<file path="src/rtl/restador_serial_n.sv">
// -----------------------------------------------------------------------------
// restador_serial_n
//
// Bit-serial N-bit subtractor. Computes A_num - B_num - borrow_in one bit per
// clock using a single full-subtractor cell and a borrow flip-flop. A start/
// busy/done handshake frames each operation.
//
// Handshake: start is sampled only while the block is idle or in its done
// cycle (busy=0). An accepted start at edge k raises busy from edge k to edge
// k+N; done is a single-cycle pulse after edge k+N, at which point result and
// borrow_out hold the new difference. start is ignored while busy=1.
//
// Ports:
//   clk         system clock, rising-edge active
//   rst         asynchronous, active-high reset
//   start       operation request
//   A_num       minuend, captured on the accepted start edge
//   B_num       subtrahend, captured on the accepted start edge
//   borrow_in   incoming borrow, captured on the accepted start edge
//   busy        high while bits are being processed
//   done        one-cycle completion pulse
//   result      registered difference modulo 2^N
//   borrow_out  registered final borrow (A_num < B_num + borrow_in, unsigned)
// -----------------------------------------------------------------------------
module restador_serial_n #(
    parameter int N = 4
) (
    input  logic         clk,
    input  logic         rst,
    input  logic         start,
    input  logic [N-1:0] A_num,
    input  logic [N-1:0] B_num,
    input  logic         borrow_in,
    output logic         busy,
    output logic         done,
    output logic [N-1:0] result,
    output logic         borrow_out
);

    localparam int CW = $clog2(N + 1);

    typedef enum logic [1:0] {
        IDLE = 2'd0,
        RUN  = 2'd1,
        DONE = 2'd2
    } state_t;

    state_t        state_q, state_d;
    logic [N-1:0]  a_sr_q, a_sr_d;
    logic [N-1:0]  b_sr_q, b_sr_d;
    logic [N-1:0]  diff_sr_q, diff_sr_d;
    logic          borrow_q, borrow_d;
    logic [CW-1:0] count_q, count_d;
    logic          busy_q, busy_d;
    logic          done_q, done_d;
    logic [N-1:0]  result_q, result_d;
    logic          borrow_out_q, borrow_out_d;

    // Full-subtractor cell operating on the current LSBs
    logic          bit_a, bit_b, bit_c;
    logic          diff_bit;
    logic          borrow_nxt;
    logic [N-1:0]  diff_shift;

    always_comb begin
        bit_a      = a_sr_q[0];
        bit_b      = b_sr_q[0];
        bit_c      = borrow_q;
        diff_bit   = bit_a ^ bit_b ^ bit_c;
        borrow_nxt = (~bit_a & bit_b) | (~(bit_a ^ bit_b) & bit_c);
        // New difference bit enters at the MSB; after N shifts bit 0 sits at the LSB.
        diff_shift = (diff_sr_q >> 1) | (N'(diff_bit) << (N - 1));
    end

    always_comb begin
        state_d      = state_q;
        a_sr_d       = a_sr_q;
        b_sr_d       = b_sr_q;
        diff_sr_d    = diff_sr_q;
        borrow_d     = borrow_q;
        count_d      = count_q;
        busy_d       = 1'b0;
        done_d       = 1'b0;
        result_d     = result_q;
        borrow_out_d = borrow_out_q;

        case (state_q)
            IDLE, DONE: begin
                if (start) begin
                    a_sr_d    = A_num;
                    b_sr_d    = B_num;
                    borrow_d  = borrow_in;
                    diff_sr_d = '0;
                    count_d   = '0;
                    busy_d    = 1'b1;
                    state_d   = RUN;
                end else begin
                    state_d = IDLE;
                end
            end
            RUN: begin
                a_sr_d    = a_sr_q >> 1;
                b_sr_d    = b_sr_q >> 1;
                diff_sr_d = diff_shift;
                borrow_d  = borrow_nxt;
                count_d   = count_q + CW'(1);
                busy_d    = 1'b1;
                if (count_q == CW'(N - 1)) begin
                    // Last bit: publish the completed difference and final borrow.
                    busy_d       = 1'b0;
                    done_d       = 1'b1;
                    result_d     = diff_shift;
                    borrow_out_d = borrow_nxt;
                    state_d      = DONE;
                end
            end
            default: state_d = IDLE;
        endcase
    end

    always_ff @(posedge clk or posedge rst) begin
        if (rst) begin
            state_q      <= IDLE;
            a_sr_q       <= '0;
            b_sr_q       <= '0;
            diff_sr_q    <= '0;
            borrow_q     <= 1'b0;
            count_q      <= '0;
            busy_q       <= 1'b0;
            done_q       <= 1'b0;
            result_q     <= '0;
            borrow_out_q <= 1'b0;
        end else begin
            state_q      <= state_d;
            a_sr_q       <= a_sr_d;
            b_sr_q       <= b_sr_d;
            diff_sr_q    <= diff_sr_d;
            borrow_q     <= borrow_d;
            count_q      <= count_d;
            busy_q       <= busy_d;
            done_q       <= done_d;
            result_q     <= result_d;
            borrow_out_q <= borrow_out_d;
        end
    end

    assign busy       = busy_q;
    assign done       = done_q;
    assign result     = result_q;
    assign borrow_out = borrow_out_q;

endmodule

</file>
<file path="config.mk">
export PLATFORM = sky130hd
export DESIGN_NAME = restador_serial_n
export DESIGN_NICKNAME = d
export VERILOG_FILES = /design/src/rtl/restador_serial_n.sv
export SDC_FILE = /design/constraint.sdc
export NUM_CORES = 1
export LEC_CHECK = 0
export ABC_CLOCK_PERIOD_IN_PS = 2600
export CAP_MARGIN = 20
export CELL_PAD_IN_SITES_DETAIL_PLACEMENT = 1
export CELL_PAD_IN_SITES_GLOBAL_PLACEMENT = 1
export CORE_MARGIN = 5
export CORE_UTILIZATION = 44
export CTS_CLUSTER_SIZE = 24
export DETAILED_ROUTE_END_ITERATION = 7
export PLACE_DENSITY = 0.9
export SYNTH_ARGS = -nofsm -noshare
export SYNTH_HDL_FRONTEND = slang
export SYNTH_SLANG_ARGS = --single-unit
</file>
<file path="constraint.sdc">
create_clock -name clk -period 2.6 [get_ports clk]
set_input_delay 0.39 -clock clk [delete_from_list [all_inputs] [get_ports clk]]
set_output_delay 0.39 -clock clk [all_outputs]
set_load 0.03 [all_outputs]
</file>
======== Word level (Yosys, flattened, before mapping) ========
Cells that the tools add are included.
W data, S select, Z words.
operators by class
  bitwise gates (word level) .............. 8
  reduce and logical (&&, ||, !) cells .... 5
  add/sub/neg operators ................... 1
  mux-type cells .......................... 18
  eq/ne operators ......................... 5
operators by type and width
  kind                   number
  $pmux W4 S2            3
  $mux W4                3
  $mux W1                6
  $pmux W3 S2            1
  $ne A2 B2 Y1 const B   2
  $or A3 B4 Y4           1
  $pmux W1 S2            2
  $pmux W2 S2            1
  $reduce_and A2 Y1      2
  $add A3 B1 Y3 const B  1
  $eq A3 B2 Y1 const B   1
  $mux W3                1
  $and A1 B1 Y1          2
  $eq A2 B1 Y1 const B   1
  $eq A2 B2 Y1 const B   1
  $logic_not A2 Y1       1
  $mux W2                1
  $not A1 Y1             2
  $reduce_bool A2 Y1     1
  $reduce_or A2 Y1       1
  $xor A1 B1 Y1          2
  $or A1 B1 Y1           1
storage, ports and cells
  input port bits ......................... 12
  register bits ........................... 25
  word-level logic and storage cells ...... 47
  output and inout port bits .............. 7

======== Logic depth before layout (Yosys ltp) ========
Gate-level depths: netlist of run 1.
  depth in word-level cells ............... 5
  mapped depth ............................ 5
  mapped depth without buffers ............ 5

======== Worst setup path before layout of run 1 ========
Ideal clock, no wire load.
  path type ............................... register to register
  start point ............................. register a_sr_q[0]
  end point ............................... register diff_sr_q[3]
  arrival time ............................ 1.238 ns
  slack ................................... 1.236 ns
  stages on the path, launching flop included .. 5
  required time ........................... 2.473 ns
  clock period less this slack ............ 1.364 ns
  setup time .............................. 0.127 ns
  cell sequence ........................... dfrtp_1 -> fa_1 -> mux2_2 -> nand2_1 -> o21ai_0
on the way
  cells in the longest elaborated chain, start to end .. 4
ends and longest elaborated chain
  element                      line  text
  start, declared              49    logic [N-1:0] a_sr_q, a_sr_d;
  start signal, assigned       135   a_sr_q <= a_sr_d;
  $xor A1 B1 Y1 (2 in series)  69    diff_bit = bit_a ^ bit_b ^ bit_c;
  net diff_bit                 61    logic diff_bit;
  $or A3 B4 Y4                 72    diff_shift = (diff_sr_q >> 1) | (N'(diff_bit) << (N - 1));
  $pmux W4 S2                  87    case (state_q)
  end signal, assigned         137   diff_sr_q <= diff_sr_d;
  end, declared                51    logic [N-1:0] diff_sr_q, diff_sr_d;
The timed path passes the listed nets, and every way through them passes these cells.
A chain may end at the register's enable or synchronous reset.

======== Worst setup path after layout of run 1 ========
  start point ............................. register borrow_out_q (netlist: borrow_out)
  end point ............................... output borrow_out
RTL lines
  element                 line  text
  start, declared         57    logic borrow_out_q, borrow_out_d;
  start signal, assigned  143   borrow_out_q <= borrow_out_d;
  end, declared           37    output logic borrow_out
No word-level cell between the ends.

==> run metrics, run 1 <==
outcome=finished clean; worst skew pair latency=0.30 ns; post-CTS resize count=0; multi-input logic area=532 um2; 1st-pass router iterations=4; final hold vios=0; drt via density=5.27; fin nets=138; Worst Hold Slack=0.432 ns; Root Driver=clkbuf_4; CTS tree=yes; commonest cells after routing, fill and taps aside=24 x dfrtp_1, 18 x clkdlybuf4s50_1, 9 x o21ai_0, 9 x mux2i_1; Post-CTS Hold Fix Bufs=0; CTS clk-pin slew, worst paths=0.12 ns; hpwl dp=1580 um; Synth Net Count=121; slowest stage delay, CP=0.68 ns; CP Data Arrival Time=1.34 ns; Die W=62.6 um; worst path buffer plus inverter count=1; WP data required=2.21 ns; die area=3920 um2; Avg Inst Size Synth=11.5 um2; CTS H-tree lvls=1; wire per inst=14.3 um; FF+latch count, synth=24; Max IR drop VDD=0.773 mV; Top delay family on crit path=buffers and inverters; PnR worst setup slack=0.870 ns; final instance area=1410 um2; setup_tns=0 ns; Final Power=1.62 mW; routability cong.=0.724; row cnt=19; CP Cell Sequence=clkdlybuf4s50_1; Worst-Margin Slew=0.907 ns; FMAX=578 MHz; Remaining DRCs=0; crit end category=primary output; setup bufs post-CTS=0; Final Instance Count excl. Fillers=152; Starting Density=0.449; DP Cell Count=149; Reg2Reg Depth=2; Ys Warns=0; FF+latch area=601 um2; ANT nets after route=0; share of layout cells above drive strength 1=0.107; period utilisation layout=0.665; Detailed Route WL=2170 um; Post-DP Area=1390 um2; synth unique cells=22; number of port buffers=18; Tmin final=1.73 ns; highest net fanout along the worst path=2; total CTS buffers=3; HP Class=in -> async; LEAKAGE=0.633 nW; Syn Inst Count=106; Max Clock Skew=0.00452 ns; RSZ-0062 raised after global routing=false; Post-Syn Area=1220 um2; vias=801; initial antenna violation count=0; number of fill cells in the layout=293; Bufs on Longest Clock Path=2; Setup CP Type=reg -> out; first-pass GRT wire length=3930 um; CP max-delay cell=clkdlybuf4s50_1; chip height=62.6 um; vias in the first global route=927; commonest non-fill, non-tap cell in the layout=dfrtp_1; r2r startpoint=state_q[0]$_DFFE_PP0P_; remaining global-route overflow=0; largest net degree at the start of global routing=31; sequential area share after synthesis=0.494; core area=2710 um2; power per cell area=1150 nW/um2; Worst slew margin=0.395; Layout Utilization=0.519; CP startpoint kind=flop; overall fraction of global-route tracks in use=0.120; setup slack, reg-to-reg=0.93 ns; Max Slew Vio Count=0; RR Endpoint=result[1]$_DFFE_PP0P_; Area Growth Syn to Fin=15.7%; Starting DRT DRC Count=16; total of max-cap violations=0; pre-CTS setup slack=0.620 ns; Ports=19; final setup fails=0; # diodes=0; CTS Sinks=24
Yosys cell counts, drive strengths merged:
master	count	area (um2)
a211oi	7	52.6
a21oi	7	35.0
a22o	2	17.5
and2b	1	7.51
buf	7	57.6
dfrtp	24	601
fa	1	20.0
ha	2	25.0
inv	7	26.3
mux2	8	105
mux2i	9	90.1
nand2	6	22.5
nand2b	4	25.0
nand3	2	10.0
nand3b	1	20.0
nor2	1	3.75
nor2b	7	43.8
o21ai	9	45.0
xnor2	1	8.76
registers in the layout, summed over array words and instances, names as in the netlist:
register,cells
bit_c,1
done,1
borrow_out,1
b_sr_q,4
state_q,2
result,4
busy,1
count_q,3
a_sr_q,4
diff_sr_q,3
cells by family (layout without fill, tap and decap cells):
logic type	Yosys count	count (layout)	synth area share
fa+ha+maj	3	3	0.0370
compound gates	25	25	0.123
buf+inv	14	29	0.0689
simple gates	22	22	0.109
xor+xnor	1	1	0.00720
mux	17	17	0.160
flops	24	24	0.494
routing by layer:
layer | vias up | part of all wire | track usage
met5 | - | 0 | 0
met4 | 0 | 0.0097 | 0.0398
met3 | 2 | 0.025 | 0.0270
met2 | 8 | 0.51 | 0.219
met1 | 397 | 0.46 | 0.137
li1 | 394 | - | -
worst max-delay path by stage:
| stage | from | slack, ns | cells past startpoint | to |
|---|---|---|---|---|
| 2_1_floorplan | a_sr_q[0]$_DFFE_PP0P_ | 1.24 | 4 | diff_sr_q[3]$_DFFE_PP0P_ |
| 3_3_place_gp | start | 0.70 | 4 | b_sr_q[0]$_DFFE_PP0P_ |
| 3_5_place_dp | start | 0.62 | 4 | b_sr_q[0]$_DFFE_PP0P_ |
| 4_1_cts | borrow_out$_DFFE_PP0P_ | 0.85 | 1 | borrow_out |
| 5_1_grt | result[0]$_DFFE_PP0P_ | 0.80 | 1 | result[0] |
| 6_report | borrow_out$_DFFE_PP0P_ | 0.87 | 1 | borrow_out |
layout make-up:
cell class / instances / share of cell area
sequential: 24 / 0.427
multi-input combinational: 68 / 0.378
timing repair buffer: 19 / 0.133
tap: 31 / 0.0276
inverter: 7 / 0.0187
clock buffer: 3 / 0.0160
power by group:
| part | switching [mW] | internal [mW] | total, mW |
|---|---|---|---|
| Clock | 0.0985 | 0.0539 | 0.152 |
| Combinational | 0.328 | 0.399 | 0.727 |
| Sequential | 0.195 | 0.542 | 0.737 |
Note: power is estimated with default switching activity, not from simulation.
==> run 2, diff against run 1 <==
- ABC_CLOCK_PERIOD_IN_PS: 2600 -> 1650
- CORE_UTILIZATION: 44 -> 41
- PLACE_DENSITY: 0.9 -> 0.85
- clock period: 2.6 -> 1.65 ns (I/O delays scaled with it)
==> run 2 against run 1 <==
Net effect:
- register-to-register slack got worse by 0.76 ns
- clock power increased to 2.9 times the previous value
- highest routed layer unchanged
- via count grew 3.9%
- clock skew rose by 0.0054 ns
- sequential share of layout area is 1.8 points lower
- largest power group is now combinational cells
- critical path depth stayed put
- global-route usage increased by 1.3 points
- die area is 6.1% higher
- utilization is 0.42 points higher
- power up 72%
==> run metrics, run 2 (synthesized netlist as in run 1, its figures left out) <==
Detailed Route WL=2540 um (was 2170 um); CTS tree=yes (unchanged); multi-input logic area=532 um2 (unchanged); CP max-delay cell=clkdlybuf4s50_1 (unchanged); slowest stage delay, CP=0.66 ns (was 0.68 ns); worst path buffer plus inverter count=1 (unchanged); Layout Utilization=0.524 (was 0.519); grt peak-use layer=met2 (unchanged); Gate power share=0.444 (was 0.450); clock power share=0.157 (was 0.094); commonest cells after routing, fill and taps aside=24 x dfrtp_1, 12 x clkdlybuf4s50_1, 9 x o21ai_0, 9 x mux2i_1 (was 24 x dfrtp_1, 18 x clkdlybuf4s50_1, 9 x o21ai_0, 9 x mux2i_1); drt via density=5.33 (was 5.27); Max IR drop VDD=0.570 mV (was 0.773 mV); met1 capacity usage during global routing=0.168 (was 0.137); hpwl dp=1850 um (was 1580 um); FMAX=631 MHz; routability cong.=0.738 (was 0.724); Starting DRT DRC Count=19 (was 16); met3 Resource Use GR=0.0259 (was 0.0270); worst skew pair latency=0.33 ns (was 0.30 ns); CP Cell Sequence=clkdlybuf4s50_1 (unchanged); remaining global-route overflow=0 (unchanged); CP Data Arrival Time=1.34 ns (about the same); 1st-pass router iterations=2 (was 4); chip height=64.5 um (was 62.6 um); die area=4160 um2 (was 3920 um2); grt met2 use=0.227 (was 0.219); Max Clock Skew=0.00988 ns (was 0.00452 ns); commonest non-fill, non-tap cell in the layout=dfrtp_1 (unchanged); final instance area=1470 um2 (was 1410 um2); Sequential Power Share=0.399 (was 0.456); core area=2810 um2 (was 2710 um2); DP Cell Count=152 (was 149); largest net degree at the start of global routing=25 (was 31); Ports=19 (unchanged); Max Slew Vio Count=0 (unchanged); ANT nets after route=0 (unchanged); highest net fanout along the worst path=1 (was 2); Area Growth Syn to Fin=20.8% (was 15.7%); CTS H-tree lvls=1 (unchanged); Worst slew margin=0.662 (was 0.395); vias in the first global route=915 (was 927); Post-DP Area=1420 um2 (was 1390 um2); setup_tns=0 ns (unchanged); vias=832 (was 801); Sw Share=0.382 (was 0.384); outcome=finished clean (unchanged); Setup CP Type=reg -> out (unchanged); fin nets=141 (was 138); share of layout cells above drive strength 1=0.136 (was 0.107); CTS Sinks=24 (unchanged); Starting Density=0.434 (was 0.449); period utilisation layout=0.961; Die W=64.5 um (was 62.6 um); Final Instance Count excl. Fillers=156 (was 152); FF+latch area=601 um2 (unchanged); Remaining DRCs=0 (unchanged); total of max-cap violations=0 (unchanged); Sw Pwr=1.06 mW (was 0.621 mW); Root Driver=clkbuf_4 (unchanged); total CTS buffers=3 (unchanged); WP data required=1.40 ns (was 2.21 ns); CTS clk-pin slew, worst paths=0.14 ns (was 0.12 ns); row cnt=19 (unchanged); setup bufs post-CTS=0 (unchanged); number of cells on the critical path=1 (unchanged); number of fill cells in the layout=297 (was 293); HP Class=in -> async (unchanged); final hold vios=0 (unchanged); first-pass GRT wire length=4350 um (was 3930 um); final setup fails=0 (unchanged); Tmin final=1.59 ns; number of port buffers=18 (unchanged); power per cell area=1890 nW/um2 (was 1150 nW/um2); Int Power=1.72 mW (was 0.995 mW); CP startpoint kind=flop (unchanged); # diodes=0 (unchanged); Top delay family on crit path=buffers and inverters (unchanged); RSZ-0062 raised after global routing=false (unchanged); Bufs on Longest Clock Path=2 (unchanged); Worst-Margin Slew=0.507 ns (was 0.907 ns); overall fraction of global-route tracks in use=0.133 (was 0.120); initial antenna violation count=0 (unchanged); crit end category=primary output (unchanged); LEAKAGE=0.686 nW (was 0.633 nW); Reg2Reg Depth=5 (was 2); wire per inst=16.3 um (was 14.3 um)
-- run 2: changes by cell type in the layout (fill, tap and decap cells not counted), sizes merged --
cell	change
buf	+3
bufinv	+1
clkdlybuf4s50	-6
dlymetal6s2s	+1
dlygate4sd2	+5
-- run 2: timing repair --
action	in CTS	in global routing
pin swaps	0	0
resized for setup	5	1
setup endpoints to repair	5	1
cloned	0	0
hold buffers	0	0
-- run 2: area by class of cell --
cell class,count,share of cell area
Clock inverter,1,0.0204
Inverter,7,0.0179
Sequential cell,24,0.409
Clock buffer,3,0.0153
Multi-Input combinational cell,68,0.362
Tap cell,31,0.0264
Timing Repair Buffer,22,0.149
-- run 2: power groups by stage --
| stage | sequential (mW) | combinational [mW] | clock [mW] |
|---|---|---|---|
| after detailed placement | 1.13 | 1.29 | 0 |
| final | 1.11 | 1.23 | 0.437 |
| after global placement | 1.10 | 1.21 | 0 |
| after floorplan | 1.16 | 0.863 | 0 |
| after CTS | 1.12 | 1.26 | 0.452 |
| after global routing | 1.16 | 1.37 | 0.479 |
-- run 2: per-layer routing --
layer  up-vias  part of all wire
met2        19              0.50
li1        402                 -
met3         5             0.037
met4         0             0.016
met1       406              0.45
met5         -                 0
-- run 2: path summary, 6_finish.rpt --
path / from / endpoint / slack (ns)
worst max-delay path: done$_DFF_PP0_ / done / 0.06
worst min-delay path: rst / result[0]$_DFFE_PP0P_ / 0.25
worst max register to register: bit_c$_DFFE_PP0P_ / diff_sr_q[3]$_DFFE_PP0P_ / 0.17
worst min register to register: count_q[2]$_DFFE_PP0P_ / count_q[2]$_DFFE_PP0P_ / 0.53
max in group asynchronous: rst / b_sr_q[0]$_DFFE_PP0P_ / 1.16
min in group clk: count_q[2]$_DFFE_PP0P_ / count_q[2]$_DFFE_PP0P_ / 0.53
-- run 2: through the flow --
| stage | power [mW] | hold slack [ns] | setup WS (ns) |
|---|---|---|---|
| finish | 2.78 | 0.252 | 0.0644 |
| global route | 3.00 | 0.284 | 0.0129 |
| CTS | 2.83 | 0.263 | 0.0252 |
| detailed placement | 2.42 | 0.491 | 0.175 |
| global placement | 2.31 | 0.467 | 0.245 |
| floorplan | 2.02 | 0.262 | 0.286 |
